## src/rtl/uart_axis_framer.sv

```systemverilog
// UART byte stream to AXI-Stream framer: one header byte (tlast, tdest) followed by
// DATA_W/8 payload bytes, with a decoupled output register, break/timeout abort and error count.
module uart_axis_framer #(
    parameter int unsigned DATA_W  = 8,
    parameter int unsigned DEST_W  = 2,
    parameter int unsigned TIMEOUT = 100000
) (
    input  logic              clk,
    input  logic              rst,
    input  logic              uart_rx_break,
    input  logic              uart_rx_valid,
    input  logic [7:0]        uart_rx_data,
    output logic              uart_rx_en,
    output logic              m_axis_tvalid,
    input  logic              m_axis_tready,
    output logic [DATA_W-1:0] m_axis_tdata,
    output logic              m_axis_tlast,
    output logic [DEST_W-1:0] m_axis_tdest,
    output logic              frame_err,
    output logic [7:0]        err_count
);

    localparam int unsigned NB        = DATA_W / 8;
    localparam int unsigned BC_W      = (NB > 1) ? $clog2(NB) : 1;
    localparam int unsigned TO_W      = (TIMEOUT > 1) ? $clog2(TIMEOUT) : 1;
    localparam int unsigned TO_LIM    = (TIMEOUT > 0) ? TIMEOUT - 1 : 0;
    localparam logic        TO_EN     = (TIMEOUT > 0);
    localparam logic [7:0]  RSVD_MASK = 8'(8'hFF << (DEST_W + 1));

    typedef enum logic [1:0] {
        ST_HDR  = 2'd0,
        ST_DATA = 2'd1,
        ST_FULL = 2'd2
    } state_t;

    state_t              state_q, state_d;
    logic [BC_W-1:0]     byte_cnt_q, byte_cnt_d;
    logic [TO_W-1:0]     to_cnt_q, to_cnt_d;
    logic [DATA_W-1:0]   asm_q, asm_d;
    logic                hdr_last_q, hdr_last_d;
    logic [DEST_W-1:0]   hdr_dest_q, hdr_dest_d;
    logic                tvalid_q, tvalid_d;
    logic [DATA_W-1:0]   tdata_q, tdata_d;
    logic                tlast_q, tlast_d;
    logic [DEST_W-1:0]   tdest_q, tdest_d;
    logic                frame_err_q, frame_err_d;
    logic [7:0]          err_cnt_q, err_cnt_d;

    logic rx_take;
    logic hdr_ok;
    logic byte_last;
    logic out_free;
    logic to_hit;
    logic load_out;
    logic err_ev;

    assign rx_take   = uart_rx_valid && uart_rx_en;
    assign hdr_ok    = (uart_rx_data & RSVD_MASK) == 8'd0;
    assign byte_last = byte_cnt_q == BC_W'(NB - 1);
    assign out_free  = !tvalid_q || m_axis_tready;
    assign to_hit    = TO_EN && (to_cnt_q == TO_W'(TO_LIM));

    // State register
    always_ff @(posedge clk) begin
        if (!rst) begin
            state_q <= ST_HDR;
        end else begin
            state_q <= state_d;
        end
    end

    // Next-state logic; break beats a simultaneous byte
    always_comb begin
        state_d = state_q;
        unique case (state_q)
            ST_HDR: begin
                if (rx_take && !uart_rx_break && hdr_ok) begin
                    state_d = ST_DATA;
                end
            end
            ST_DATA: begin
                if (uart_rx_break || (!rx_take && to_hit)) begin
                    state_d = ST_HDR;
                end else if (rx_take && byte_last) begin
                    state_d = out_free ? ST_HDR : ST_FULL;
                end
            end
            ST_FULL: begin
                if (out_free) begin
                    state_d = ST_HDR;
                end
            end
            default: state_d = ST_HDR;
        endcase
    end

    // Output and datapath next values
    always_comb begin
        uart_rx_en  = rst && (state_q != ST_FULL);
        byte_cnt_d  = byte_cnt_q;
        to_cnt_d    = to_cnt_q;
        asm_d       = asm_q;
        hdr_last_d  = hdr_last_q;
        hdr_dest_d  = hdr_dest_q;
        tdata_d     = tdata_q;
        tlast_d     = tlast_q;
        tdest_d     = tdest_q;
        load_out    = 1'b0;
        err_ev      = 1'b0;

        unique case (state_q)
            ST_HDR: begin
                if (rx_take && !uart_rx_break) begin
                    if (hdr_ok) begin
                        hdr_last_d = uart_rx_data[0];
                        hdr_dest_d = uart_rx_data[DEST_W:1];
                        byte_cnt_d = '0;
                        to_cnt_d   = '0;
                        asm_d      = '0;
                    end else begin
                        err_ev = 1'b1;
                    end
                end
            end
            ST_DATA: begin
                if (uart_rx_break || (!rx_take && to_hit)) begin
                    err_ev     = 1'b1;
                    byte_cnt_d = '0;
                    to_cnt_d   = '0;
                    asm_d      = '0;
                end else if (rx_take) begin
                    for (int b = 0; b < int'(NB); b++) begin
                        if (byte_cnt_q == BC_W'(b)) begin
                            asm_d[8*b +: 8] = uart_rx_data;
                        end
                    end
                    to_cnt_d = '0;
                    if (byte_last) begin
                        byte_cnt_d = '0;
                        load_out   = out_free;
                    end else begin
                        byte_cnt_d = byte_cnt_q + 1'b1;
                    end
                end else begin
                    to_cnt_d = to_cnt_q + 1'b1;
                end
            end
            ST_FULL: begin
                load_out = out_free;
            end
            default: ;
        endcase

        tvalid_d = load_out || (tvalid_q && !m_axis_tready);
        if (load_out) begin
            tdata_d = asm_d;
            tlast_d = hdr_last_q;
            tdest_d = hdr_dest_q;
        end
        frame_err_d = err_ev;
        err_cnt_d   = (err_ev && (err_cnt_q != 8'hFF)) ? err_cnt_q + 8'd1 : err_cnt_q;
    end

    // Datapath and output registers
    always_ff @(posedge clk) begin
        if (!rst) begin
            byte_cnt_q  <= '0;
            to_cnt_q    <= '0;
            asm_q       <= '0;
            hdr_last_q  <= 1'b0;
            hdr_dest_q  <= '0;
            tvalid_q    <= 1'b0;
            tdata_q     <= '0;
            tlast_q     <= 1'b0;
            tdest_q     <= '0;
            frame_err_q <= 1'b0;
            err_cnt_q   <= 8'd0;
        end else begin
            byte_cnt_q  <= byte_cnt_d;
            to_cnt_q    <= to_cnt_d;
            asm_q       <= asm_d;
            hdr_last_q  <= hdr_last_d;
            hdr_dest_q  <= hdr_dest_d;
            tvalid_q    <= tvalid_d;
            tdata_q     <= tdata_d;
            tlast_q     <= tlast_d;
            tdest_q     <= tdest_d;
            frame_err_q <= frame_err_d;
            err_cnt_q   <= err_cnt_d;
        end
    end

    assign m_axis_tvalid = tvalid_q;
    assign m_axis_tdata  = tdata_q;
    assign m_axis_tlast  = tlast_q;
    assign m_axis_tdest  = tdest_q;
    assign frame_err     = frame_err_q;
    assign err_count     = err_cnt_q;

endmodule

```

## config.mk

```make
export PLATFORM = sky130hd
export DESIGN_NAME = uart_axis_framer
export DESIGN_NICKNAME = d
export VERILOG_FILES = /design/src/rtl/uart_axis_framer.sv
export SDC_FILE = /design/constraint.sdc
export NUM_CORES = 1
export LEC_CHECK = 0
export BUFFER_PORTS_ARGS = -buffer_cell sky130_fd_sc_hd__buf_4
export CAP_MARGIN = 40
export CORE_MARGIN = 8
export CORE_UTILIZATION = 32
export CTS_CLUSTER_SIZE = 30
export DETAILED_ROUTE_END_ITERATION = 16
export GPL_TIMING_DRIVEN = 0
export PLACE_DENSITY = 0.5
export RECOVER_POWER = 100
export SYNTH_ARGS = -nofsm -noshare
export SYNTH_HDL_FRONTEND = slang
export SYNTH_SLANG_ARGS = --single-unit
```

## constraint.sdc

```tcl
create_clock -name clk -period 5.75 [get_ports clk]
set_input_delay 0.575 -clock clk [delete_from_list [all_inputs] [get_ports clk]]
set_output_delay 0.575 -clock clk [all_outputs]
set_load 0.01 [all_outputs]
```

==> summary.txt <==
Timing
  – Final hold slack: 0.469 ns
  – Final Critical Period: 3.63 ns
  – RSZ-0062 raised after global routing: false
  – Post-route setup slack: 2.12 ns
  – Max-slew headroom: 0.149
  – Worst clock skew: 0.0110 ns
  – Maximum clock rate: 0.276 GHz
  – Setup TNS Final: 0 ns
  – Final worst path period share: 0.631
  – Least-Margin Pin Slew: 1.27 ns
  – Setup Viol. Count Final: 0
  – Count of final max-slew check failures: 0
  – Hold Violations, Final: 0

Synth
  – Area share of fa/ha/maj cells after synthesis: 0.0263
  – Number of synthesized register bits: 51
  – Post-synth top area share: 0.429
  – Main combinational cell family by area after synthesis: simple AND/OR/NAND/NOR gates
  – Xor and xnor area share after synthesis: 0.0479
  – Sequential cell area fraction in the yosys report: 0.429
  – Simple-Gate Fraction of Synth Area: 0.263
  – Synth Area in Compound Gates: 0.145
  – Prevailing post-synth register cell: dfxtp_1
  – Mapped Area: 2380 sq um
  – Synth top area cells: dfxtp_1 (43%), mux2i_1 (5.9%), nand2_1 (5.0%)
  – Syn avg cell area: 9.04 sq um
  – Async SR Flop Fraction: 0
  – Multiplexer area fraction after synthesis: 0.0589
  – Synth Net Count: 281
  – Synth warn: 0
  – Synth unique cells: 51
  – Leading area contributor after synthesis: dfxtp_1
  – Post-synth EDFFs: 0
  – Mapped Cells: 263

Power and ir drop
  – Flop pwr share: 0.595
  – VDD IR max: 0.0995 mV
  – Comb power frac: 0.043
  – Tot Pwr: 0.596 mW
  – Power per cell area: 220 nW/um^2
  – Sw Share: 0.225
  – Leak: 0.898 nW
  – Sw power: 0.134 mW
  – Clk pwr share: 0.362
  – Internal: 0.462 mW

Worst setup path
  – CP Class: reg2reg
  – CP Capture Type: flip-flop
  – Crit Path Max Fanout: 10
  – Worst setup SP type: flip-flop
  – Minimum setup slack among reg-to-reg paths: 2.12 ns
  – CP required: 5.93 ns
  – Worst Path Arrival: 3.81 ns

Layout
  – Most frequent cells in the layout: dfxtp_1 (51), nand2_1 (33), clkbuf_1 (31)
  – Commonest non-fill, non-tap cell in the layout: dfxtp_1
  – Final core utilization: 0.375
  – Fill cell count: 794
  – Final std cells w/o fill: 403
  – Register Area: 1020 sq um
  – Multi-input gate area: 1230 sq um
  – Layout cells sized above 1: 0.0888
  – Layout Nets: 321
  – Synth-to-layout area growth: 13.8%
  – Final instance area: 2710 sq um
  – Number of diodes: 0

Floorplan
  – Die width: 102 um
  – Row cnt: 31
  – Initial core utilization: 0.330
  – Die height: 102 um
  – Die footprint: 10,400 sq um
  – Ports: 35
  – Core area: 7210 sq um

Drt
  – Wirelength per Cell: 13.8 um
  – Initial drt markers: 75
  – Antenna Nets Post-Route: 0
  – Length of the first detailed-routing pass in iterations: 4
  – Vias per cell: 4.83
  – DRC Markers: 0
  – Via count: 1,947
  – Routed wire length: 5.56 mm

Global routing
  – Total GRT Usage: 0.110
  – Initial antenna violation count: 0
  – Grt ovf: 0
  – First-pass GRT wire length: 9.11 mm
  – Pin count of the biggest net entering global routing: 16
  – Vias in the first global route: 1,855

Placed design
  – Placed instance area: 2750 sq um
  – Placed insts: 395
  – IO Port Bufs: 33
  – Gp weighted congestion: 0.764
  – Setup slack at placement: 3.06 ns
  – DP HPWL: 4.03 mm

Clock tree
  – CTS Buffer Depth: 2
  – CTS resizes: 0
  – Worst-skew pair later-pin latency: 0.30 ns
  – Clock sink count: 51
  – Root Driver: clkbuf_8
  – TritonCTS clock tree: yes
  – Reg clk slew, reported paths: 0.09 ns
  – CTS Hold Buffers Added: 0
  – Post-CTS Setup Inserts: 0
  – H-tree Lvls: 2
  – CTS Buf Count: 5

Flow run
  – Max_cap viols: 0

Min path
  – Min-delay worst type: reg2reg

Status
  – Status: finished clean
[sequential cells by signal, summed over array words and instances, names as in the netlist]
register,flops
m_axis_tlast,1
m_axis_tdest,2
m_axis_tvalid,1
to_cnt_q,17
state_q,2
hdr_last_q,1
asm_q,8
frame_err,1
hdr_dest_q,2
err_count,8
m_axis_tdata,8
[routing by layer]
| metal | vias up | wire, um | track usage |
|---|---|---|---|
| met5 | - | 0 | 0 |
| met1 | 897 | 2980 | 0.152 |
| met4 | 0 | 50 | 0.0305 |
| li1 | 1015 | - | - |
| met2 | 31 | 2250 | 0.160 |
| met3 | 4 | 276 | 0.0327 |
[power by group through the flow]
stage,sequential [mW],combinational [mW],clock [mW]
after floorplan,0.363,0.0135,0
after global placement,0.363,0.0276,0
after detailed placement,0.363,0.0277,0
after CTS,0.355,0.0278,0.226
after global routing,0.355,0.0287,0.241
final,0.355,0.0255,0.216
[critical path: stages (launching register included)]
cell and delay [ns]:
dfxtp_1 0.37, or4b_2 0.67, nor4_1 1.08, o21bai_1 0.52, nand2_1 0.38, clkbuf_1 0.39
nor2_1 0.10
[cells in the mapped netlist (3+ instances only)]
cell	count
nand3_1	7
nand4_1	7
o21ai_0	12
inv_1	7
xnor2_1	11
clkbuf_1	5
dfxtp_1	51
buf_2	3
nand2_1	32
nand3b_1	3
a21oi_1	18
a31oi_1	8
nor3_1	7
ha_1	5
nor2_1	22
nor4_1	3
nand2b_1	8
mux2i_1	14
[cell type report]
type,instances,area share
Timing Repair Buffer,33,0.0624
Multi-Input combinational cell,195,0.456
Tap cell,99,0.0458
Clock inverter,1,0.00324
Inverter,8,0.0111
Sequential cell,51,0.377
Buffer,9,0.0125
Clock buffer,7,0.0319
[worst paths after layout]
path,cells after the start,to,start
setup / recovery,6,to_cnt_q[8],to_cnt_q[12]
hold / removal,2,asm_q[1],asm_q[1]
hold reg to reg,2,asm_q[1],asm_q[1]
setup reg to reg,6,to_cnt_q[8],to_cnt_q[12]
[cell families after synthesis]
group                      count (synthesis)
DFF                                       51
adders and majority gates                  5
muxes                                     14
buffers and inverters                     17
xor gates and xnor gates                  13
AOI/OAI and AO/OA                         50
and+or+nand+nor                          113
(Power assumes the default switching activity.)
